## src/rtl/reg_file_sb.sv

```systemverilog
// LC-3b register file with per-register pending-writer scoreboard for RAW hazard detection.
// Define REG_FILE_SB_BYPASS_EN to forward write-back data and post-write-back busy to the read ports.
module reg_file_sb #(
  parameter int DATA_W = 16,
  parameter int ADDR_W = 3,
  parameter int CNT_W  = 2
) (
  input  logic              clk,
  input  logic              rst_n,
  input  logic [ADDR_W-1:0] sr1,
  input  logic [ADDR_W-1:0] sr2,
  output logic [DATA_W-1:0] sr1_out,
  output logic [DATA_W-1:0] sr2_out,
  output logic              sr1_busy,
  output logic              sr2_busy,
  input  logic              issue_valid,
  input  logic [ADDR_W-1:0] issue_dr,
  output logic              issue_ready,
  input  logic              we,
  input  logic [ADDR_W-1:0] dr,
  input  logic [DATA_W-1:0] data_in,
  output logic              wb_err
);

  localparam int NREGS = 1 << ADDR_W;
  localparam logic [CNT_W-1:0] CNT_MAX = '1;

  logic [DATA_W-1:0] regs [NREGS];
  logic [CNT_W-1:0]  cnt  [NREGS];
  logic              issue_fire;
  logic              wb_only;

  // A write-back to a full register frees a slot in the same cycle, so the issue may proceed.
  assign issue_ready = !((cnt[issue_dr] == CNT_MAX) && !(we && (dr == issue_dr)));
  assign issue_fire  = issue_valid && issue_ready;
  assign wb_only     = we && !(issue_fire && (issue_dr == dr));

  always_ff @(posedge clk or negedge rst_n) begin
    if (!rst_n) begin
      for (int r = 0; r < NREGS; r++) begin
        regs[r] <= '0;
        cnt[r]  <= '0;
      end
      wb_err <= 1'b0;
    end else begin
      if (we) regs[dr] <= data_in;
      for (int r = 0; r < NREGS; r++) begin
        if (issue_fire && (issue_dr == ADDR_W'(r)) && !(we && (dr == ADDR_W'(r))))
          cnt[r] <= cnt[r] + 1'b1;
        else if (wb_only && (dr == ADDR_W'(r)) && (cnt[r] != '0))
          cnt[r] <= cnt[r] - 1'b1;
      end
      if (wb_only && (cnt[dr] == '0)) wb_err <= 1'b1;
    end
  end

`ifdef REG_FILE_SB_BYPASS_EN
  logic hit1, hit2;
  // Forwarding is suppressed during reset so reads show the cleared storage.
  assign hit1 = rst_n && we && (dr == sr1);
  assign hit2 = rst_n && we && (dr == sr2);

  always_comb begin
    sr1_out  = hit1 ? data_in : regs[sr1];
    sr2_out  = hit2 ? data_in : regs[sr2];
    sr1_busy = hit1 ? ((cnt[sr1] > CNT_W'(1)) || (issue_fire && (issue_dr == sr1)))
                    : (cnt[sr1] != '0);
    sr2_busy = hit2 ? ((cnt[sr2] > CNT_W'(1)) || (issue_fire && (issue_dr == sr2)))
                    : (cnt[sr2] != '0);
  end
`else
  always_comb begin
    sr1_out  = regs[sr1];
    sr2_out  = regs[sr2];
    sr1_busy = (cnt[sr1] != '0);
    sr2_busy = (cnt[sr2] != '0);
  end
`endif

endmodule

```

## config.mk

```make
export PLATFORM = sky130hd
export DESIGN_NAME = reg_file_sb
export DESIGN_NICKNAME = d
export VERILOG_FILES = /design/src/rtl/reg_file_sb.sv
export SDC_FILE = /design/constraint.sdc
export NUM_CORES = 1
export LEC_CHECK = 0
export ABC_AREA = 1
export CORE_UTILIZATION = 60
export CTS_CLUSTER_DIAMETER = 200
export DETAILED_ROUTE_END_ITERATION = 7
export PLACE_DENSITY = 0.87
export SLEW_MARGIN = 10
export SYNTH_ARGS = -nofsm -noshare
export SYNTH_HDL_FRONTEND = slang
export SYNTH_SLANG_ARGS = --single-unit
```

## constraint.sdc

```tcl
create_clock -name clk -period 4.3 [get_ports clk]
set_clock_uncertainty 0.1 [all_clocks]
set_input_delay 0.43 -clock clk [delete_from_list [all_inputs] [get_ports clk]]
set_output_delay 0.43 -clock clk [all_outputs]
set_load 0.005 [all_outputs]
```

# Word-level counts from Yosys, hierarchy flattened
# Index checks and enable logic that the tools add are counted.
[word_totals] ff_bits=145 latchBits=0 mem_bits_rw=0 rom_bits=0 in_bits=32 output_inout_bits=36 word_cells=175 mem_count=0
[op_classes] add_sub_neg=16 multipliers=0 div=0 magnitude_cmp=5 eq_ne=17 n_shift=0 mux=37 bitwise=4 reduce_logical=79
[op_table] op="bitwise mux 128 bit" count=1
[op_table] op="binary-select mux 16 bit (select 3 bit)" count=2
[op_table] op="2-to-1 mux 16 bit" count=5
[op_table] op="demux 16 bit (select 3 bit)" count=1
[op_table] op="2-to-1 mux 2 bit" count=24
[op_table] op="logical AND 1 bit" count=47
[op_table] op="nonzero test 2 bit" count=18
[op_table] op="binary-select mux 2 bit (select 3 bit)" count=4
[op_table] op="equality test 3 bit (second input constant)" count=8
[op_table] op="adder 2 x 1 -> 2 bit (second input constant)" count=8
[op_table] op=">= comparator 4 bit (second input constant)" count=4
[op_table] op="NOT 3 -> 4 bit" count=4
[op_table] op="subtractor 2 x 1 -> 2 bit (second input constant)" count=8
[op_table] op="equality test 3 x 2 -> 1 bit (second input constant)" count=4
[op_table] op="logical NOT 1 bit" count=11
[op_table] op="equality test 3 x 1 -> 1 bit (second input constant)" count=2
[op_table] op="equality test 3 bit" count=2
[op_table] op="logical NOT 3 bit" count=2
[op_table] op="less-than comparator 4 x 1 -> 1 bit (second input constant)" count=1
[op_table] op="equality test 2 bit (second input constant)" count=1
[op_table] op="logical NOT 2 bit" count=1

# Longest topological paths before layout
[depth] word_depth=15 ltp_mapped=14 depth_no_buf=14

# Worst setup path before layout
# No wires, ideal clock.
[synth_timing] path_type="input-to-output" from="input port sr1[0]" to="output port sr1_out[15]" arrival_time_ns=1.442 required_ns=3.770 path_slack_ns=2.328 path_stages=5 path_buffers=3 path_cell_list="clkbuf_1 clkbuf_1 clkbuf_1 o211ai_1 a31oi_1"
[synth_via] elab_chain_cells=4
[synth_lines] item="start: declaration" line="10" rtl="input logic [ADDR_W-1:0] sr1,"
[synth_lines] item="NOT 3 -> 4 bit (not written as such)" line="73" rtl="sr1_out = regs[sr1];"
[synth_lines] item="binary-select mux 16 bit (select 3 bit)" line="73"
[synth_lines] item="2-to-1 mux 16 bit (not written as such) (2 in series)" line="73"
[synth_lines] item="end: declaration" line="12" rtl="output logic [DATA_W-1:0] sr1_out,"
# Every way passes these cells. The select of a mux whose other input is x is not followed.

# Worst setup path after layout
[layout_timing] from="input port sr1[1]" to="output port sr1_busy"
[layout_via] elab_chain_cells=5
[layout_lines] item="NOT 3 -> 4 bit (not written as such)" line="75" rtl="sr1_busy = (cnt[sr1] != '0);"
[layout_lines] item="binary-select mux 2 bit (select 3 bit)" line="75"
[layout_lines] item="2-to-1 mux 2 bit (not written as such) (2 in series)" line="75"
[layout_lines] item="nonzero test 2 bit" line="75"
[layout_lines] item="end: declaration" line="14" rtl="output logic sr1_busy,"
# Every way passes these cells. The select of a mux whose other input is x is not followed.

==> results.sh <==
export IMPL_initial_core_util=0.615
export IMPL_slew_headroom=0.230
export IMPL_nFillCells=1010
export IMPL_slew_viol_final=0
export IMPL_drtAntennaViolNets=0
export IMPL_dr_pass1_iters=6
export IMPL_async_flop_share=1.00
export IMPL_grt_pass1_vias=8014
export IMPL_hpwlAfterDp_mm=15.8
export IMPL_syn_num_nets=1170
export IMPL_n_antenna_cell=0
export IMPL_place_congestion=0.963
export IMPL_fin_crit_sh=0.806
export IMPL_finalSetupViolCount=0
export IMPL_die_area_um2=14100
export IMPL_synth_seq_cells=145
export IMPL_crit_type="in2out"
export IMPL_synthMuxAreaShare=0
export IMPL_synth_compound_area_frac=0.270
export IMPL_vdd_ir_drop_worst_uv=332
export IMPL_p_seq_frac=0.393
export IMPL_powerDensity_nw_per_um2=508
export IMPL_synth_top_family_by_area="compound AO/OA/AOI/OAI gates"
export IMPL_drt_wirelength_per_cell_um=18.7
export IMPL_yosys_cell_types_count=29
export IMPL_layout_min_cycle_time_ns=3.47
export IMPL_final_hold_viol_count=0
export IMPL_drc=0
export IMPL_die_x_um=119
export IMPL_syn_inst=1138
export IMPL_seq_area_frac_synth=0.443
export IMPL_p_int_uw=3300
export IMPL_synthAdderAreaFrac=0
export IMPL_hold_class="reg2reg"
export IMPL_port_buffers=67
export IMPL_cts_tree="built"
export IMPL_status="finished clean"
export IMPL_core_area_um2=13300
export IMPL_ys_warnings_count=0
export IMPL_arrival_ns=2.94
export IMPL_h_tree_depth=4
export IMPL_grt_pass1_wl_mm=41.1
export IMPL_endpoint_kind="output port"
export IMPL_layout_common_cells="271 x nand2_1, 251 x o21ai_0, 145 x dfrtp_1"
export IMPL_num_io_pins=68
export IMPL_numClockSinks=145
export IMPL_p_leak_uw=0.00432
export IMPL_die_height_um=119
export IMPL_drive_gt1_frac=0.0628
export IMPL_cts_clk_slew_worst_paths_ns=0.06
export IMPL_numCtsBuffers=17
export IMPL_timing_max_cap_violations=0
export IMPL_power_uw=4880
export IMPL_swShare=0.325
export IMPL_grt_usage=0.375
export IMPL_cp_max_fo=34
export IMPL_wl_mm=25.4
export IMPL_synth_edf_count=0
export IMPL_cts_path_max_buffers=2
export IMPL_post_cts_resized=0
export IMPL_startpoint_type="input pin"
export IMPL_clk_insertion_delay_late_ns=0.43
export IMPL_worst_endpoint_required_ns=3.77
export IMPL_antenna_found_initial=0
export IMPL_nNetsFinal=1197
export IMPL_via_per_inst=6.30
export IMPL_timing_fmax_mhz=289
export IMPL_grt_max_degree=89
export IMPL_synth_area_per_cell_um2=7.19
export IMPL_grt_setup_unrepaired="false"
export IMPL_p_comb_frac=0.239
export IMPL_yosys_area_share_simple=0.195
export IMPL_clockRootBuffer="clkbuf_16"
export IMPL_rows=42
export IMPL_fin_util=0.722
export IMPL_synth_area_um2=8180
export IMPL_syn2layout_area_growth_pct=17.4
export IMPL_worst_pin_slew_ns=1.15
export IMPL_synth_flop_cell="dfrtp_1"
export IMPL_grt_ovfl_total=0
export IMPL_layout_commonest_cell="nand2_1"
export IMPL_synthXorXnorAreaFrac=0.00734
export IMPL_vias=8534
export IMPL_drt_iter0_drc=1384
export IMPL_power_switching_uw=1580
export IMPL_fin_tns_setup_ns=0
export IMPL_p_clk_frac=0.368
==> cell type report <==
cell class | count | area, um2 | area share
Multi-Input combinational cell | 813 | 3870 | 0.403
Sequential cell | 145 | 3630 | 0.378
Timing Repair Buffer | 84 | 782 | 0.0814
Clock buffer | 18 | 439 | 0.0457
Inverter | 104 | 390 | 0.0407
Clock inverter | 14 | 274 | 0.0285
Tap cell | 176 | 220 | 0.0229
==> Yosys cell counts (2+ instances only) <==
cell	count	area share
nand4_1	6	0.0046
xnor2_1	2	0.0021
buf_2	9	0.0055
xor2_1	3	0.0032
nor2_1	70	0.032
nand2_2	6	0.0046
dfrtp_1	145	0.44
clkbuf_1	66	0.030
inv_1	96	0.044
o21ai_0	251	0.15
nor3_1	9	0.0055
nand3_1	27	0.017
a21oi_1	92	0.056
nand2_1	271	0.12
a31oi_1	32	0.024
o211ai_1	32	0.029
o21ai_1	2	0.0012
nor2_4	2	0.0028
clkinv_1	4	0.0018
inv_2	4	0.0018
==> per-layer routing <==
| metal | GRT usage | vias to the layer above | routed length, um |
|---|---|---|---|
| met1 | 0.517 | 3955 | 10200 |
| met4 | 0.169 | 0 | 940 |
| li1 | - | 3862 | - |
| met2 | 0.568 | 614 | 11100 |
| met3 | 0.0820 | 103 | 3120 |
| met5 | 0 | - | 0 |
==> metrics by stage <==
| stage | worst slack [ns] | hold slack (ns) | instance area [um2] | std cells |
|---|---|---|---|---|
| 2_1_floorplan | 2.33 | 0.0344 | 8180 | 1138 |
| 3_3_place_gp | 1.05 | 0.342 | 8880 | 1321 |
| 3_5_place_dp | 0.953 | 0.353 | 8880 | 1321 |
| 4_1_cts | 0.925 | 0.367 | 9600 | 1354 |
| 5_1_grt | 0.643 | 0.405 | 9600 | 1354 |
| 6_report | 0.835 | 0.368 | 9600 | 1354 |
==> critical path, cell delays in order <==
cell and delay (ns):
buf_2 0.56, clkinv_1 0.80, a21oi_1 0.34, o21ai_0 0.13, nand3_1 0.12, nand2_1 0.09
clkdlybuf4s50_1 0.44
==> path summary, 6_finish.rpt <==
| check | end | cells after the start | slack [ns] | from |
|---|---|---|---|---|
| setup / recovery | sr1_busy | 7 | 0.83 | sr1[1] |
| hold / removal | wb_err$_DFFE_PN0P_ | 1 | 0.37 | wb_err$_DFFE_PN0P_ |
| setup reg to reg | cnt[4]$_DFFE_PN0P_ | 12 | 2.60 | cnt[0]$_DFFE_PN0P_ |
| hold reg to reg | wb_err$_DFFE_PN0P_ | 1 | 0.37 | wb_err$_DFFE_PN0P_ |
| max in group asynchronous | regs[32]$_DFFE_PN0P_ | 3 | 2.61 | rst_n |
| min in group asynchronous | regs[75]$_DFFE_PN0P_ | 2 | 0.52 | rst_n |
==> flip-flops by register name, summed over array words and instances, names as in the netlist <==
name / flops
wb_err: 1
regs: 128
cnt: 16
==> power groups by stage <==
| stage | Sequential, uW | Clock (uW) | Combinational, uW |
|---|---|---|---|
| after floorplan | 1850 | 0 | 747 |
| after global placement | 1910 | 0 | 1090 |
| after detailed placement | 1920 | 0 | 1130 |
| after CTS | 1900 | 1790 | 1150 |
| after global routing | 1950 | 1860 | 1320 |
| final | 1920 | 1800 | 1170 |
==> cell families (layout without fill, tap and decap cells) <==
group | after synthesis | count (layout)
XOR/XNOR | 6 | 6
flip-flops | 145 | 145
buffers and inverters | 180 | 220
AND/OR/NAND/NOR | 394 | 394
AO/OA/AOI/OAI | 413 | 413
==> timing repair <==
| item | CTS | global route |
|---|---|---|
| buffers inserted | 0 | 0 |
| endpoints found under the hold margin | 64 | 0 |
| hold buffers | 1 | 0 |
No activity file was read; power rests on OpenSTA's default activity.
